**config.mk**
```make
export PLATFORM = sky130hd
export DESIGN_NAME = sync_debouncer_flat
export DESIGN_NICKNAME = d
export VERILOG_FILES = /design/src/rtl/sync_debouncer_if.sv /design/src/rtl/sync_debouncer.sv /design/src/flat_wrapper.sv
export SDC_FILE = /design/constraint.sdc
export NUM_CORES = 1
export LEC_CHECK = 0
export BUFFER_PORTS_ARGS = -buffer_cell sky130_fd_sc_hd__buf_2
export CORE_AREA = 2 2 39 41
export CTS_CLUSTER_SIZE = 12
export DETAILED_ROUTE_END_ITERATION = 8
export DIE_AREA = 0 0 41 43
export GPL_TIMING_DRIVEN = 0
export PLACE_DENSITY = 0.65
export SYNTH_ARGS = -nofsm -noshare
export SYNTH_HDL_FRONTEND = slang
export SYNTH_SLANG_ARGS = --single-unit
```
**constraint.sdc**
```tcl
create_clock -name clk -period 4.55 [get_ports clk]
set_input_delay 0.91 -clock clk [delete_from_list [all_inputs] [get_ports clk]]
set_output_delay 0.91 -clock clk [all_outputs]
set_load 0.02 [all_outputs]
```
**src/rtl/sync_debouncer_if.sv**
```systemverilog
// Level-conditioning bundle: raw input toward the debouncer, clean level and qualify flag back.
// No timing of its own; carries plain wires between producer and consumer.
// No flow control; the level is sampled every clock.
interface sync_debouncer_if;
  logic a;     // raw asynchronous level
  logic y;     // debounced synchronous level
  logic busy;  // a candidate change is being qualified

  // Side that owns the raw level and observes the conditioned result
  modport master (
    output a,
    input  y,
    input  busy
  );

  // Side that conditions the level (the debouncer itself)
  modport slave (
    input  a,
    output y,
    output busy
  );
endinterface

```
**src/rtl/sync_debouncer.sv**
```systemverilog
// Synchronizes a raw asynchronous level and only passes a change once it has held steady.
// Latency: SYNC_STAGES + DEBOUNCE_CYCLES edges from a stable new input to y.
// No backpressure; the input is a level and is sampled on every rising edge.
module sync_debouncer #(
  parameter int   SYNC_STAGES     = 2,
  parameter int   DEBOUNCE_CYCLES = 1000,
  parameter logic RESET_LEVEL     = 1'b0
) (
  input  logic           clk,
  input  logic           rst,
  sync_debouncer_if.slave bus
);

  // Counter only has to reach DEBOUNCE_CYCLES-1, so clog2 bits suffice; keep
  // at least one bit so the single-cycle configuration still elaborates.
  localparam int CNT_W = (DEBOUNCE_CYCLES > 1) ? $clog2(DEBOUNCE_CYCLES) : 1;
  localparam logic [CNT_W-1:0] CNT_LAST = CNT_W'(DEBOUNCE_CYCLES - 1);

  typedef enum logic {
    STABLE = 1'b0,
    COUNT  = 1'b1
  } state_t;

  // Synchronizer chain; index 0 takes the raw input, the top index is s.
  logic [SYNC_STAGES-1:0] sync_q;
  logic                   s;

  state_t           state_q, state_d;
  logic [CNT_W-1:0] cnt_q, cnt_d;
  logic             y_q, y_d;
  logic             busy_q;

  // Plain flop chain with nothing between stages so metastability can settle.
  always_ff @(posedge clk or posedge rst) begin
    if (rst) begin
      sync_q <= {SYNC_STAGES{RESET_LEVEL}};
    end else begin
      sync_q <= {sync_q[SYNC_STAGES-2:0], bus.a};
    end
  end

  assign s = sync_q[SYNC_STAGES-1];

  // Debounce state, counter and output level registers.
  always_ff @(posedge clk or posedge rst) begin
    if (rst) begin
      state_q <= STABLE;
      cnt_q   <= '0;
      y_q     <= RESET_LEVEL;
      busy_q  <= 1'b0;
    end else begin
      state_q <= state_d;
      cnt_q   <= cnt_d;
      y_q     <= y_d;
      busy_q  <= (state_d == COUNT);
    end
  end

  // Qualify a candidate change: any sample matching y aborts it and discards
  // all progress; the last differing sample commits it and returns to STABLE.
  always_comb begin
    state_d = state_q;
    cnt_d   = cnt_q;
    y_d     = y_q;
    if (s == y_q) begin
      cnt_d   = '0;
      state_d = STABLE;
    end else if (cnt_q == CNT_LAST) begin
      y_d     = s;
      cnt_d   = '0;
      state_d = STABLE;
    end else begin
      cnt_d   = cnt_q + CNT_W'(1);
      state_d = COUNT;
    end
  end

  // Both outputs come straight from flops; busy mirrors the COUNT state.
  assign bus.y    = y_q;
  assign bus.busy = busy_q;

endmodule

```
**src/flat_wrapper.sv**
```systemverilog
// flat-port wrapper written by rule: the top's interface ports become plain ports
module sync_debouncer_flat 
#(
  parameter int   SYNC_STAGES     = 2,
  parameter int   DEBOUNCE_CYCLES = 1000,
  parameter logic RESET_LEVEL     = 1'b0
)
  (clk, rst, bus_a, bus_y, bus_busy);
  sync_debouncer_if bus_i ();
  input  logic clk;
  input  logic rst;
  input wire logic [$bits(bus_i.a)-1:0] bus_a;
  output wire logic [$bits(bus_i.y)-1:0] bus_y;
  output wire logic [$bits(bus_i.busy)-1:0] bus_busy;
  assign bus_i.a = bus_a;
  assign bus_y = bus_i.y;
  assign bus_busy = bus_i.busy;
  sync_debouncer #(.SYNC_STAGES(SYNC_STAGES), .DEBOUNCE_CYCLES(DEBOUNCE_CYCLES), .RESET_LEVEL(RESET_LEVEL)) u_core (.clk(clk), .rst(rst), .bus(bus_i));
endmodule
```
== After elaboration in Yosys (flattened, before gate mapping) ==
Cells that the tools add are included.

* Input bits: 3
* Flip-flop bits (word level): 14
* Output and inout port bits: 2
* Logic and storage cells: 13

* Reduce and logical (&&, ||, !) cells: 1
* Multiplexer cells: 4
* Eq/ne operators: 2
* $add $sub $neg: 1
* Bitwise operators: 1

{| class="wikitable"
|+ Operators with widths
! kind !! count
|-
| $mux W10 || 2
|-
| $add A10 B1 Y10 const B || 1
|-
| $eq A10 B10 Y1 const B || 1
|-
| $mux W1 || 2
|-
| $reduce_and A2 Y1 || 1
|-
| $eq A1 B1 Y1 || 1
|-
| $not A1 Y1 || 1
|}

== Depth between registers and ports, before layout ==
* Depth after elaboration: 3
* Mapped depth: 4
* Gate-level depth less buffers: 4

== Worst setup path after synthesis ==
OpenSTA, ideal clock, no wires.

* Kind: register to register
* From: register u_core.cnt_q[0]
* To: register u_core.cnt_q[9]
* Cell stages (with the launch flop): 5
* Setup time: 138 ps
* Slack: 3,036 ps
* Data required time: 4,412 ps
* Arrival: 1,376 ps
* Period minus slack after synthesis: 1,514 ps
* Buffers on the path: 0
* Path through: dfrtp_1 > ha_1 > or4bb_2 > o211ai_1 > a31oi_1

* Cells in the longest elaborated chain, start to end: 3
* Elaborated cells on any way between the ends: 4
* Classes of those cells: add/sub (1); eq/ne (1); mux (2)

{| class="wikitable"
|+ RTL lines
! item !! RTL line !! text
|-
| start: declaration || sync_debouncer.sv:29 || <nowiki>logic [CNT_W-1:0] cnt_q, cnt_d;</nowiki>
|-
| start signal: assignment || sync_debouncer.sv:53 || <nowiki>cnt_q <= cnt_d;</nowiki>
|-
| $add A10 B1 Y10 / $eq A10 B10 Y1 (equally long branches) || sync_debouncer.sv:73, sync_debouncer.sv:68 ||
|-
| $mux W10 (*) || sync_debouncer.sv:68 || <nowiki>end else if (cnt_q == CNT_LAST) begin</nowiki>
|-
| $mux W10 (*) || sync_debouncer.sv:65 || <nowiki>if (s == y_q) begin</nowiki>
|-
| via u_core.cnt_d[9] || sync_debouncer.sv:29 ||
|}

The timed path passes the listed nets; every way through them passes the cells marked *.
A chain may end at the register's enable or synchronous reset.

== Worst setup path in the final report ==
* From: register u_core.y_q, in the netlist u_core.bus.y
* To: output port bus_y

{| class="wikitable"
|+ RTL lines
! item !! RTL line !! text
|-
| start: declaration || sync_debouncer.sv:30 || <nowiki>logic y_q, y_d;</nowiki>
|-
| start signal: assignment || sync_debouncer.sv:54 || <nowiki>y_q <= y_d;</nowiki>
|-
| end: declaration || flat_wrapper.sv:13 || <nowiki>output wire logic [$bits(bus_i.y)-1:0] bus_y;</nowiki>
|}

No word-level cell between the ends.

==> results.txt <==
Crit path max-delay family: flip-flops
Sw Share: 0.218
post-CTS setup buffer count: 0
largest family of logic cells by synthesized area: simple AND/OR/NAND/NOR gates
grt total ovfl: 0
clock power share: 0.385
Placement Cell Area: 679 sq um
CP required: 3.64 ns
final hold violation count: 0
Critical Path Source Type: flop
synth unique cells: 26
Worst Path Arrival: 0.85 ns
die width: 41 um
Setup violations, final: 0
drc violations: 0
Max Fclk: 568 MHz
Ant. Diodes: 0
crit path buf inv count: 1
Worst Hold End: u_core.sync_q[1]
Clock Tree Buf Depth: 2
Slowest-stage cell, CP: dfrtp_1
vias in the first global route: 452
worst clock skew: 0.00448 ns
share of power burned in registers: 0.566
Ports: 5
clk sink count: 14
Nets: 71
dpl hpwl: 778 um
Final period util: 0.387
WHS Path Cells: 0
YS warnings: 0
RR Endpoint: u_core.cnt_q[9]
Via Count: 451
max-slew violation count: 0
max_cap viols: 0
first-iteration detailed-routing DRC count: 3
Logic pwr share: 0.050
Resized cells post-CTS: 0
die area: 1760 sq um
FF-to-FF path depth: 4
vias per cell: 5.50
RR Startpoint: u_core.cnt_q[0]
Area growth, synth to finish: 11.9%
FF+latch count, synth: 14
Worst-Skew Late Latency: 0.28 ns
leakage: 0.308 nW
first-pass GRT wire length: 1890 um
Adder-Cell Fraction of Synth Area: 0.0196
initial antenna violation count: 0
Total GRT Usage: 0.167
TritonCTS clock tree: yes
Worst Max-Slew Pin Slew: 0.531 ns
sequential-to-total area share from yosys stat: 0.548
Fin Hold WS: 0.359 ns
Pre-Repair DR Iteration Count: 3
synthesized area per cell: 11.0 sq um
layout cells sized above 1: 0.227
H-tree depth: 1
worst min-delay path category: flop to flop
largest net degree at the start of global routing: 15
worst-path fanout max: 3
antenna violation net count after detailed routing: 0
outcome: completed
top cell type's share of synthesized area: 0.548
r2r setup slk: 2.94 ns
final WL: 1060 um
die height: 43 um
commonest cells after routing, fill and taps aside: 14 x dfrtp_1, 5 x nor2_1, 4 x nand3_1, 4 x inv_1, 4 x buf_2
min cycle time layout: 1.76 ns
Synth Area in XOR/XNOR: 0.0548
Core Region: 1380 sq um
sw power: 0.0000503 W
row count: 14
Synth area leaders: dfrtp_1 55%, nand3_1 3.1%, nor2_1 2.9%
mux share of post-synthesis cell area: 0.0176
maximum vdd ir drop: 0.179 mV
port bufs: 4
Worst Setup Path Type: flop to primary output
compound-gate portion of the synthesized area: 0.115
Cell Pwr Density: 323 nW/um^2
post-synth top area cell: dfrtp_1
Synth Area in Simple Gates: 0.221
P_int: 0.000181 W
CP Cell Sequence: buf_2
Final Cell Area: 716 sq um
hold_sp: u_core.sync_q[0]
Root Buffer: clkbuf_4
post-route setup TNS: 0 ns
max_slew headroom: 0.646
GPL Wtd Cong: 0.708
RSZ-0062 raised after global routing: false
total CTS buffers: 3
Synthesized Nets: 62
post-synthesis cell count: 58
crit-path max cell delay: 0.41 ns
Initial Util: 0.462
synthesized area: 639 sq um
Final Power: 0.000231 W
wire per inst: 12.9 um
most common cell after layout, fill and taps aside: dfrtp_1
# hold bufs at CTS: 0
Reg clk slew, reported paths: 0.09 ns
CP Capture Type: primary output
power by group through the flow:
| stage | clock network [W] | logic [W] | registers, W |
|---|---|---|---|
| 2_1_floorplan | 0 | 0.00000780 | 0.000133 |
| 3_3_place_gp | 0 | 0.0000116 | 0.000133 |
| 3_5_place_dp | 0 | 0.0000117 | 0.000133 |
| 4_1_cts | 0.0000932 | 0.0000118 | 0.000131 |
| 5_1_grt | 0.0000956 | 0.0000137 | 0.000131 |
| 6_report | 0.0000889 | 0.0000115 | 0.000131 |
cells in the mapped netlist:
library cell  count
a31oi_1           1
nand3_2           1
nand4_1           2
o221a_2           1
and3_1            1
inv_1             4
o31ai_1           1
nand2_1           3
or3_1             1
xnor2_1           2
or4bb_2           1
a31o_2            1
nand3_1           4
and4_1            1
ha_1              1
a21oi_1           3
xor2_1            2
o211ai_1          1
a21boi_0          1
nor2_1            5
mux2_2            1
o21ai_0           2
or4_1             2
or3_2             1
and4bb_2          1
dfrtp_1          14
worst max-delay path by stage:
stage	to	slack [ns]	startpoint	cells after the start
floorplan	u_core.cnt_q[9]	3.04	u_core.cnt_q[0]	4
global placement	u_core.cnt_q[9]	2.95	u_core.cnt_q[0]	4
detailed placement	u_core.cnt_q[9]	2.95	u_core.cnt_q[0]	4
CTS	bus_y	2.78	u_core.bus.y	1
global route	bus_y	2.76	u_core.bus.y	1
finish	bus_y	2.79	u_core.bus.y	1
metal layers:
metal | up-vias | GRT usage | wire length, um
met5 | - | 0 | 0
met4 | 0 | 0.100 | 21
met3 | 2 | 0.0524 | 33
met2 | 6 | 0.219 | 496
met1 | 215 | 0.233 | 503
li1 | 228 | - | -
registers in the layout, indices dropped and copies added (netlist names):
| register | flops |
|---|---|
| u_core.sync_q | 2 |
| u_core.bus.busy | 1 |
| u_core.bus.y | 1 |
| u_core.cnt_q | 10 |
final cells by class:
cell class | count | area (sq um)
inverters | 4 | 15.0
repair buffers | 4 | 20.0
fillers | 126 | 668
flip-flops and latches | 14 | 350
clock buffers | 4 | 36.3
multi-input cells | 40 | 274
well taps | 16 | 20.0
cells by family (layout without fill, tap and decap cells):
logic type | after synthesis | in the layout
fa+ha+maj | 1 | 1
simple gates | 23 | 23
compound gates | 11 | 11
buf+inv | 4 | 12
mux | 1 | 1
xor+xnor | 4 | 4
flops | 14 | 14
stage by stage:
| step | utilization | std cells | setup WS, ns |
|---|---|---|---|
| 5_1_grt | 0.517 | 82 | 2.76 |
| 3_5_place_dp | 0.491 | 78 | 2.95 |
| 3_3_place_gp | 0.491 | 78 | 2.95 |
| 2_1_floorplan | - | 58 | 3.04 |
| 4_1_cts | 0.517 | 82 | 2.78 |
| 6_report | 0.517 | 82 | 2.79 |
No activity file was read; power rests on OpenSTA's default activity.
